## config.mk

```make
export PLATFORM = sky130hd
export DESIGN_NAME = snake_sequencer
export DESIGN_NICKNAME = d
export VERILOG_FILES = /design/src/rtl/snake_pkg.sv /design/src/rtl/snake_frame_divider.sv /design/src/rtl/snake_sequencer.sv
export SDC_FILE = /design/constraint.sdc
export NUM_CORES = 1
export LEC_CHECK = 0
export ABC_AREA = 1
export CORE_MARGIN = 8
export CORE_UTILIZATION = 45
export DETAILED_ROUTE_END_ITERATION = 7
export PLACE_DENSITY = 0.78
export SYNTH_ARGS = -nofsm -noshare
export SYNTH_HDL_FRONTEND = slang
export SYNTH_SLANG_ARGS = --single-unit
```

## constraint.sdc

```tcl
create_clock -name vga_clock -period 4 [get_ports vga_clock]
set_input_delay 0.6 -clock vga_clock [delete_from_list [all_inputs] [get_ports vga_clock]]
set_output_delay 0.6 -clock vga_clock [all_outputs]
set_load 0.02 [all_outputs]
```

## src/rtl/snake_pkg.sv

```systemverilog
// Shared types and constants for the snake game sequencer.
// Holds direction/state encodings, default board size and direction helpers.
package snake_pkg;

  typedef enum logic [1:0] {
    DIR_UP    = 2'd0,
    DIR_DOWN  = 2'd1,
    DIR_LEFT  = 2'd2,
    DIR_RIGHT = 2'd3
  } dir_t;

  typedef enum logic [2:0] {
    ST_CLEAR = 3'd0,
    ST_IDLE  = 3'd1,
    ST_RUN   = 3'd2,
    ST_STEP  = 3'd3,
    ST_DEAD  = 3'd4
  } state_t;

  localparam int BOARD_W = 30;
  localparam int BOARD_H = 22;

  // up<->down and left<->right differ only in bit 0
  function automatic dir_t dir_opposite(dir_t d);
    return dir_t'(d ^ 2'b01);
  endfunction

  // keys = {up, down, left, right}; up has the highest priority
  function automatic dir_t dir_pick(logic [3:0] keys);
    dir_t d;
    if (keys[3])      d = DIR_UP;
    else if (keys[2]) d = DIR_DOWN;
    else if (keys[1]) d = DIR_LEFT;
    else              d = DIR_RIGHT;
    return d;
  endfunction

endpackage

```

## src/rtl/snake_frame_divider.sv

```systemverilog
// Counts rising edges of the frame marker and ticks every `divisor` frames.
// Ports: vga_clock, restart, refresh, enable, divisor[9:0] in; tick out.
module snake_frame_divider (
  input  logic       vga_clock,
  input  logic       restart,
  input  logic       refresh,
  input  logic       enable,
  input  logic [9:0] divisor,
  output logic       tick
);

  logic       refresh_q;
  logic       rise;
  logic [9:0] count;
  logic [9:0] count_nx;

  assign rise     = refresh & ~refresh_q;
  assign count_nx = count + 10'd1;
  // >= so a divisor of 0 behaves like 1 instead of never ticking
  assign tick     = enable & rise & (count_nx >= divisor);

  always_ff @(posedge vga_clock) begin
    if (restart) begin
      refresh_q <= 1'b0;
      count     <= '0;
    end else begin
      refresh_q <= refresh;
      if (!enable || tick)
        count <= '0;
      else if (rise)
        count <= count_nx;
    end
  end

endmodule

```

## src/rtl/snake_sequencer.sv

```systemverilog
// Game sequencer: board clear sweep, frame-paced stepping, direction and length.
// Ports: vga_clock, restart, refresh, up/down/left/right_in, step_ack, collide,
//   ate in; step_req, step_dir[1:0], clr_en, clr_x/clr_y[4:0], dead, playing,
//   length[9:0] out. Define SNAKE_SEQ_SPEEDUP_EN to shorten steps as it grows.
module snake_sequencer
  import snake_pkg::*;
#(
  parameter int WIDTH    = BOARD_W,
  parameter int HEIGHT   = BOARD_H,
  parameter int BASE_DIV = 8,
  parameter int MIN_DIV  = 2
) (
  input  logic       vga_clock,
  input  logic       restart,
  input  logic       refresh,
  input  logic       up_in,
  input  logic       down_in,
  input  logic       left_in,
  input  logic       right_in,
  output logic       step_req,
  output logic [1:0] step_dir,
  input  logic       step_ack,
  input  logic       collide,
  input  logic       ate,
  output logic       clr_en,
  output logic [4:0] clr_x,
  output logic [4:0] clr_y,
  output logic       dead,
  output logic       playing,
  output logic [9:0] length
);

  localparam logic [4:0] X_LAST = 5'(WIDTH - 1);
  localparam logic [4:0] Y_LAST = 5'(HEIGHT - 1);
  localparam logic [9:0] CELLS  = 10'(WIDTH * HEIGHT);
  localparam logic [9:0] BASE   = 10'(BASE_DIV);
  localparam logic [9:0] MIN    = 10'(MIN_DIV);

`ifdef SNAKE_SEQ_SPEEDUP_EN
  localparam bit SPEEDUP = 1'b1;
`else
  localparam bit SPEEDUP = 1'b0;
`endif

  state_t     state;
  state_t     state_nx;
  dir_t       pend;
  dir_t       com;
  dir_t       pick;
  logic [3:0] keys;
  logic [3:0] keys_q;
  logic       any_key;
  logic       key_rise;
  logic       last_cell;
  logic       tick;
  logic       run_en;
  logic [9:0] shave;
  logic       floor_hit;
  logic [9:0] divisor;

  assign keys      = {up_in, down_in, left_in, right_in};
  assign any_key   = |keys;
  assign key_rise  = |(keys & ~keys_q);
  assign pick      = dir_pick(keys);
  assign last_cell = (clr_x == X_LAST) && (clr_y == Y_LAST);
  assign run_en    = (state == ST_RUN);

  // compare before subtracting so the divisor never wraps below MIN
  assign shave     = length >> 2;
  assign floor_hit = (shave + MIN) >= BASE;
  assign divisor   = !SPEEDUP  ? BASE :
                     floor_hit ? MIN  : BASE - shave;

  snake_frame_divider u_div (
    .vga_clock (vga_clock),
    .restart   (restart),
    .refresh   (refresh),
    .enable    (run_en),
    .divisor   (divisor),
    .tick      (tick)
  );

  always_ff @(posedge vga_clock) begin
    if (restart)
      state <= ST_CLEAR;
    else
      state <= state_nx;
  end

  always_comb begin
    state_nx = state;
    unique case (state)
      ST_CLEAR: if (last_cell) state_nx = ST_IDLE;
      ST_IDLE:  if (any_key)   state_nx = ST_RUN;
      ST_RUN:   if (tick)      state_nx = ST_STEP;
      ST_STEP:  if (step_ack)
                  state_nx = collide ? ST_DEAD : ST_RUN;
      ST_DEAD:  if (key_rise)  state_nx = ST_CLEAR;
      default:  state_nx = ST_CLEAR;
    endcase
  end

  always_comb begin
    clr_en   = (state == ST_CLEAR);
    step_req = (state == ST_STEP);
    dead     = (state == ST_DEAD);
    playing  = (state == ST_RUN) || (state == ST_STEP);
    step_dir = com;
  end

  // sweep address wraps to (0,0) on the last cell so the next clear starts clean
  always_ff @(posedge vga_clock) begin
    if (restart) begin
      clr_x <= '0;
      clr_y <= '0;
    end else if (state == ST_CLEAR) begin
      if (clr_x == X_LAST) begin
        clr_x <= '0;
        clr_y <= (clr_y == Y_LAST) ? 5'd0 : clr_y + 5'd1;
      end else begin
        clr_x <= clr_x + 5'd1;
      end
    end
  end

  always_ff @(posedge vga_clock) begin
    if (restart) begin
      length <= 10'd1;
    end else if (state == ST_CLEAR || state == ST_IDLE) begin
      length <= 10'd1;
    end else if (state == ST_STEP && step_ack && !collide && ate) begin
      if (length < CELLS)
        length <= length + 10'd1;
    end
  end

  // a reversal would run the head into its own neck, so it is dropped
  always_ff @(posedge vga_clock) begin
    if (restart) begin
      pend   <= DIR_RIGHT;
      com    <= DIR_RIGHT;
      keys_q <= '0;
    end else begin
      keys_q <= keys;
      if (any_key && pick != dir_opposite(com))
        pend <= pick;
      if (state == ST_RUN && tick)
        com <= pend;
    end
  end

endmodule

```

Word-level counts from Yosys, hierarchy flattened
Index checks and enable logic that the tools add are counted.
{ "classes": {"addsub": 4, "magnitude_cmp": 2, "eq_ne": 12, "mux": 12, "bitwise": 7, "reduce_logical": 19} }
{ "op_table": {"columns": ["cell", "n"], "rows": [
  ["$add 10x1->10 const B", 2],
  ["$mux 3", 6],
  ["$pmux 3 s5", 1],
  ["$add 5x1->5 const B", 2],
  ["$eq 5x5->1 const B", 2],
  ["$ge 10x4->1 const B", 1],
  ["$lt 10x10->1 const B", 1],
  ["$mux 5", 2],
  ["$reduce_or 4->1", 2],
  ["$eq 3x2->1 const B", 2],
  ["$logic_and 1x1->1", 6],
  ["$ne 2x1->1 const B", 3],
  ["$reduce_and 5->1", 1],
  ["$and 4x4->4", 1],
  ["$mux 2", 2],
  ["$ne 2x2->1 const B", 2],
  ["$not 4->4", 1],
  ["$reduce_and 2->1", 2],
  ["$reduce_or 2->1", 2],
  ["$and 1x1->1", 3],
  ["$eq 3x1->1 const B", 1],
  ["$eq 3x3->1 const B", 1],
  ["$logic_not 3->1", 1],
  ["$logic_or 1x1->1", 3],
  ["other kinds (4)", 6]
]} }
{ "word_totals": {"register_bits": 42, "input_bits": 10, "output_inout_bits": 26, "elab_cells": 65} }

Logic depth before layout (Yosys ltp)
{ "depth": {"ltp_word": 6, "mapped_depth": 13, "depth_no_buf": 13} }

By module
From an unflattened synthesis, not the netlist that was laid out.
{ "hier_totals": {"cells_unflattened": 409, "hier_area_um2": 2633.8} }
{ "by_module_without_submodules": {"columns": ["module", "instances", "cells_each", "area_each_um2", "seq_area_each_um2"], "rows": [
  ["snake_sequencer", 1, 246, 1671.6, 620.6],
  ["snake_frame_divider", 1, 163, 962.2, 220.2]
]} }

Worst setup path after synthesis
OpenSTA, ideal clock, no wires.
{ "synth_timing": {"path_type": "reg-to-reg", "start": "register clr_x[0]", "end": "register state[1]", "setup_ns": 0.109, "arrival_ns": 1.553, "path_slack_ns": 2.338, "stages_incl_launch_ff": 8, "n_path_buf": 0, "cell_sequence": "dfxtp_1 ha_1 nand4_1 or2_2 a21oi_2 nand4_1 nand2_1 inv_1"} }
{ "synth_between": {"elab_chain_len": 4} }
{ "synth_lines": {"columns": ["element", "line_no", "rtl"], "rows": [
  ["from (decl)", "snake_sequencer.sv:26", "output logic [4:0] clr_x,"],
  ["from (signal assigned)", "snake_sequencer.sv:121", "clr_x <= clr_x + 5'd1;"],
  ["$eq 5x5->1", "snake_sequencer.sv:65", "assign last_cell = (clr_x == X_LAST) && (clr_y == Y_LAST);"],
  ["$logic_and 1x1->1", "snake_sequencer.sv:65", null],
  ["$ne 2x1->1 (no source line)", null, null],
  ["$reduce_and 5->1 (no source line)", null, null],
  ["to (signal assigned)", "snake_sequencer.sv:87", "state <= state_nx;"],
  ["to (decl)", "snake_sequencer.sv:45", "state_t state;"]
]} }
Every way passes these cells.
A chain may end at the register's enable or synchronous reset.

Worst setup path in the final report
{ "layout_timing": {"start": "register state[1]", "end": "output port clr_en"} }
{ "layout_between": {"elab_chain_len": 1} }
{ "layout_lines": {"columns": ["element", "line_no", "rtl"], "rows": [
  ["$logic_not 3->1", "snake_sequencer.sv:104", "clr_en = (state == ST_CLEAR);"],
  ["to (decl)", "snake_sequencer.sv:25", "output logic clr_en,"]
]} }
Every way passes these cells.

==> Implementation_results.wiki <==
{| class="wikitable"
! Metric !! Value
|-
| Global-route wire length before repair || slightly above 8000 µm
|-
| Fillers || about 450
|-
| Count of cell types in the netlist || 36
|-
| TritonCTS clock tree || built
|-
| Post-route antenna net violation count || 0
|-
| Number of gates resized after CTS || 0
|-
| Final WS setup || between 1500 and 2000 ps
|-
| Iter 0 DRT Violations || between 100 and 150
|-
| Weighted congestion at the end of routability-driven global placement || 0.799
|-
| Remaining global-route overflow || 0
|-
| Core region area || approximately 4700 µm²
|-
| Hold Buf Count CTS || 0
|-
| Fin. Hold Viols || 0
|-
| Chip height || 86.1 µm
|-
| Flip-flop and latch count after synthesis || 42
|-
| Worst Min Path Start || pend[0]
|-
| Leakage power || approximately 0.0011 µW
|-
| Most area-consuming cells after synthesis || sky130_fd_sc_hd__dfxtp_1 38%, sky130_fd_sc_hd__nand2_1 8.7%, sky130_fd_sc_hd__inv_1 7.1%
|-
| Maximum number of pins on one net before global-route repair || 14
|-
| Critical path data required time || around 3400 ps
|-
| Inserted Diodes || 0
|-
| Startpoint of the worst setup timing path || state[1]
|-
| Insertion delay of the later-clocked pin in the worst-skew pair || just under 300 ps
|-
| Synth-to-layout area growth || 22.7%
|-
| Run status || finished, final reports clean
|-
| Number of nets in the layout || 357
|-
| Clock sinks || 42
|-
| Critical Path Fanout Max || 7
|-
| Dominant register cell in the synthesized netlist || sky130_fd_sc_hd__dfxtp_1
|-
| Fraction of final layout cells sized beyond drive strength 1 || 11.1%
|-
| DIE WIDTH || around 86 µm
|-
| Ports placed on the boundary || 36
|-
| Sequential share of the synthesized area || roughly two fifths
|-
| Register-to-register setup slack || 2250 ps
|-
| Final slew viol count || 0
|-
| Arrival time worst endpoint || between 1500 and 2000 ps
|-
| Number of I/O port buffers || 35
|-
| Post-route clock skew || between 8 and 9 ps
|-
| Most used standard cell by instance count after synthesis || sky130_fd_sc_hd__nand2_1
|-
| Clock root cell || sky130_fd_sc_hd__clkbuf_8
|-
| Overall die area || between 7000 and 8000 µm²
|-
| Syn nets || roughly 320
|-
| Cell Area, Synth || 2210 µm²
|-
| Aggregate negative setup slack || 0 ps
|-
| Hold crit path type || flip-flop to flip-flop
|-
| DP Wirelength || around 3600 µm
|-
| Maximum operating frequency || 405 MHz
|-
| Power per standard cell area || ~420 nW/µm²
|-
| Initial cell density of the core || a little under half
|-
| Critical path class || flip-flop to output pin
|-
| Wire length after detailed routing || 4720 µm
|-
| Finished Layout Cells || 409
|-
| Fraction of registers with async set or reset after synthesis || 0%
|-
| Type of destination of the critical path || output pin
|-
| Relative slew margins || around 67%
|-
| DRT Pass-1 Iters || 4
|-
| Clock slew seen by the registers of the worst setup and hold paths || ~70 ps
|-
| Number of buffers created by CTS || 5
|-
| Max H-tree Level || 2
|-
| Number of buffers on the longest clock path || 2
|-
| Routed vias/inst || roughly 4.8
|-
| Time the final worst path needs with I/O delays and setup || around 2500 ps
|-
| Post-route worst hold slack || around 470 ps
|-
| Total of endpoints with negative setup slack in the final report || 0
|-
| FF-to-FF Start || u_div.count[0]
|-
| Total global routing track utilization || 13.5%
|-
| WL per Instance || between 10 and 15 µm
|-
| RSZ-0062 raised after global routing || false
|-
| Number of placed instances, taps included || between 400 and 500
|-
| Count of synthesis-stage warnings from yosys || 0
|-
| Cells after Synth || 302
|-
| Number of enable flip-flop cells after synthesis || 0
|-
| Fraction of the cycle the final worst path needs || 61.7%
|-
| Vias in the first global route || 1,870
|-
| Avg Inst Size Synth || about 7.3 µm²
|-
| Number of vias after detailed routing || approximately 2,000
|-
| Most common library cells after synthesis || 51 x sky130_fd_sc_hd__nand2_1, 42 x sky130_fd_sc_hd__dfxtp_1, 42 x sky130_fd_sc_hd__inv_1, 42 x sky130_fd_sc_hd__nor2_1, 24 x sky130_fd_sc_hd__nand3_1
|-
| Max-capacitance violation count || 0
|-
| Type of origin of the critical path || flip-flop
|-
| Post-CTS Setup Repair Bufs || 0
|-
| Maximum resistive drop on vdd || between 0.3 and 0.4 mV
|-
| Post-synthesis cell type with the largest combined area || sky130_fd_sc_hd__dfxtp_1
|-
| DRC || 0
|-
| Pre-CTS worst setup slack || between 1500 and 2000 ps
|-
| Area fraction of the dominant cell type after synthesis || 38.0%
|-
| Standard-cell rows || 25
|-
| Slew @ Worst Pin || 500 ps
|-
| Initial antenna violation count || 0
|}
worst max-delay path, stage by stage, from the launching register on:
cell and delay, ps:
sky130_fd_sc_hd__dfxtp_1 350, sky130_fd_sc_hd__nor2_1 210, sky130_fd_sc_hd__nand2_1 210, sky130_fd_sc_hd__inv_1 170, sky130_fd_sc_hd__clkdlybuf4s50_1 630
final timing paths:
kind	endpoint	cells after the start
max	clr_en	4
min reg2reg	step_dir[0]	2
min	step_dir[0]	2
max reg2reg	state[2]	12
state kept, by name, indices dropped and copies added, names as in the netlist:
register,count
length,10
u_div.count,10
clr_x,5
clr_y,5
keys_q,4
state,3
pend,2
step_dir,2
u_div.refresh_q,1
routing by layer:
layer	track usage (%)	up-vias	routed length, µm
li1	-	1043	-
met1	15.4	897	2190
met2	23.4	33	2270
met3	3.82	4	214
met4	4.30	0	42
met5	0	-	0
where the power goes:
part	internal, µW	switching (µW)	leakage (µW)	total [µW]
clock network	139	138	0.0000482	278
registers	454	45.1	0.000342	499
logic	146	227	0.000735	373
total	740	410	0.00112	1150
cells by family (layout without fill, tap and decap cells):
group                      after synthesis  in the layout  synth area share, %
AOI/OAI and AO/OA                       29             29                 7.36
adders and majority gates                6              6                 3.40
DFF                                     42             42                 38.0
xor gates and xnor gates                15             15                 5.94
and+or+nand+nor                        163            163                 36.7
buffers and inverters                   47             87                 8.55
through the flow:
step / area, µm² / util (%) / power [µW]
after global placement: 2620 / 55.5 / 871
after floorplan: 2210 / - / 763
after CTS: 2710 / 57.4 / 1160
after global routing: 2710 / 57.4 / 1230
final: 2710 / 57.4 / 1150
after detailed placement: 2620 / 55.5 / 879
cells in the final DEF (no fill, tap or decap), types with 2 or more instances in the layout:
cell type	instances
sky130_fd_sc_hd__dfxtp_1	42
sky130_fd_sc_hd__clkbuf_8	6
sky130_fd_sc_hd__nand4_1	10
sky130_fd_sc_hd__ha_1	6
sky130_fd_sc_hd__clkdlybuf4s50_1	35
sky130_fd_sc_hd__nand2_1	51
sky130_fd_sc_hd__nand3_1	24
sky130_fd_sc_hd__nor3_1	2
sky130_fd_sc_hd__or2_2	2
sky130_fd_sc_hd__nor2_1	42
sky130_fd_sc_hd__o21a_1	2
sky130_fd_sc_hd__inv_1	42
sky130_fd_sc_hd__nand2_2	3
sky130_fd_sc_hd__clkinv_1	2
sky130_fd_sc_hd__o21ai_0	10
sky130_fd_sc_hd__nand3_2	4
sky130_fd_sc_hd__xnor2_1	5
sky130_fd_sc_hd__nor3_2	2
sky130_fd_sc_hd__nand2_4	2
sky130_fd_sc_hd__nor2_2	14
sky130_fd_sc_hd__a21oi_1	11
sky130_fd_sc_hd__xor2_1	10
area by class of cell:
cell class | instances | area (µm²) | area share [%]
inverters | 44 | 165 | 6.09
well taps | 67 | 83.8 | 3.09
flip-flops and latches | 42 | 841 | 31.0
clock inverters | 1 | 5.00 | 0.185
multi-input cells | 213 | 1180 | 43.5
clock buffers | 7 | 86.3 | 3.18
repair buffers | 35 | 350 | 12.9
Note: power is estimated with default switching activity, not from simulation.
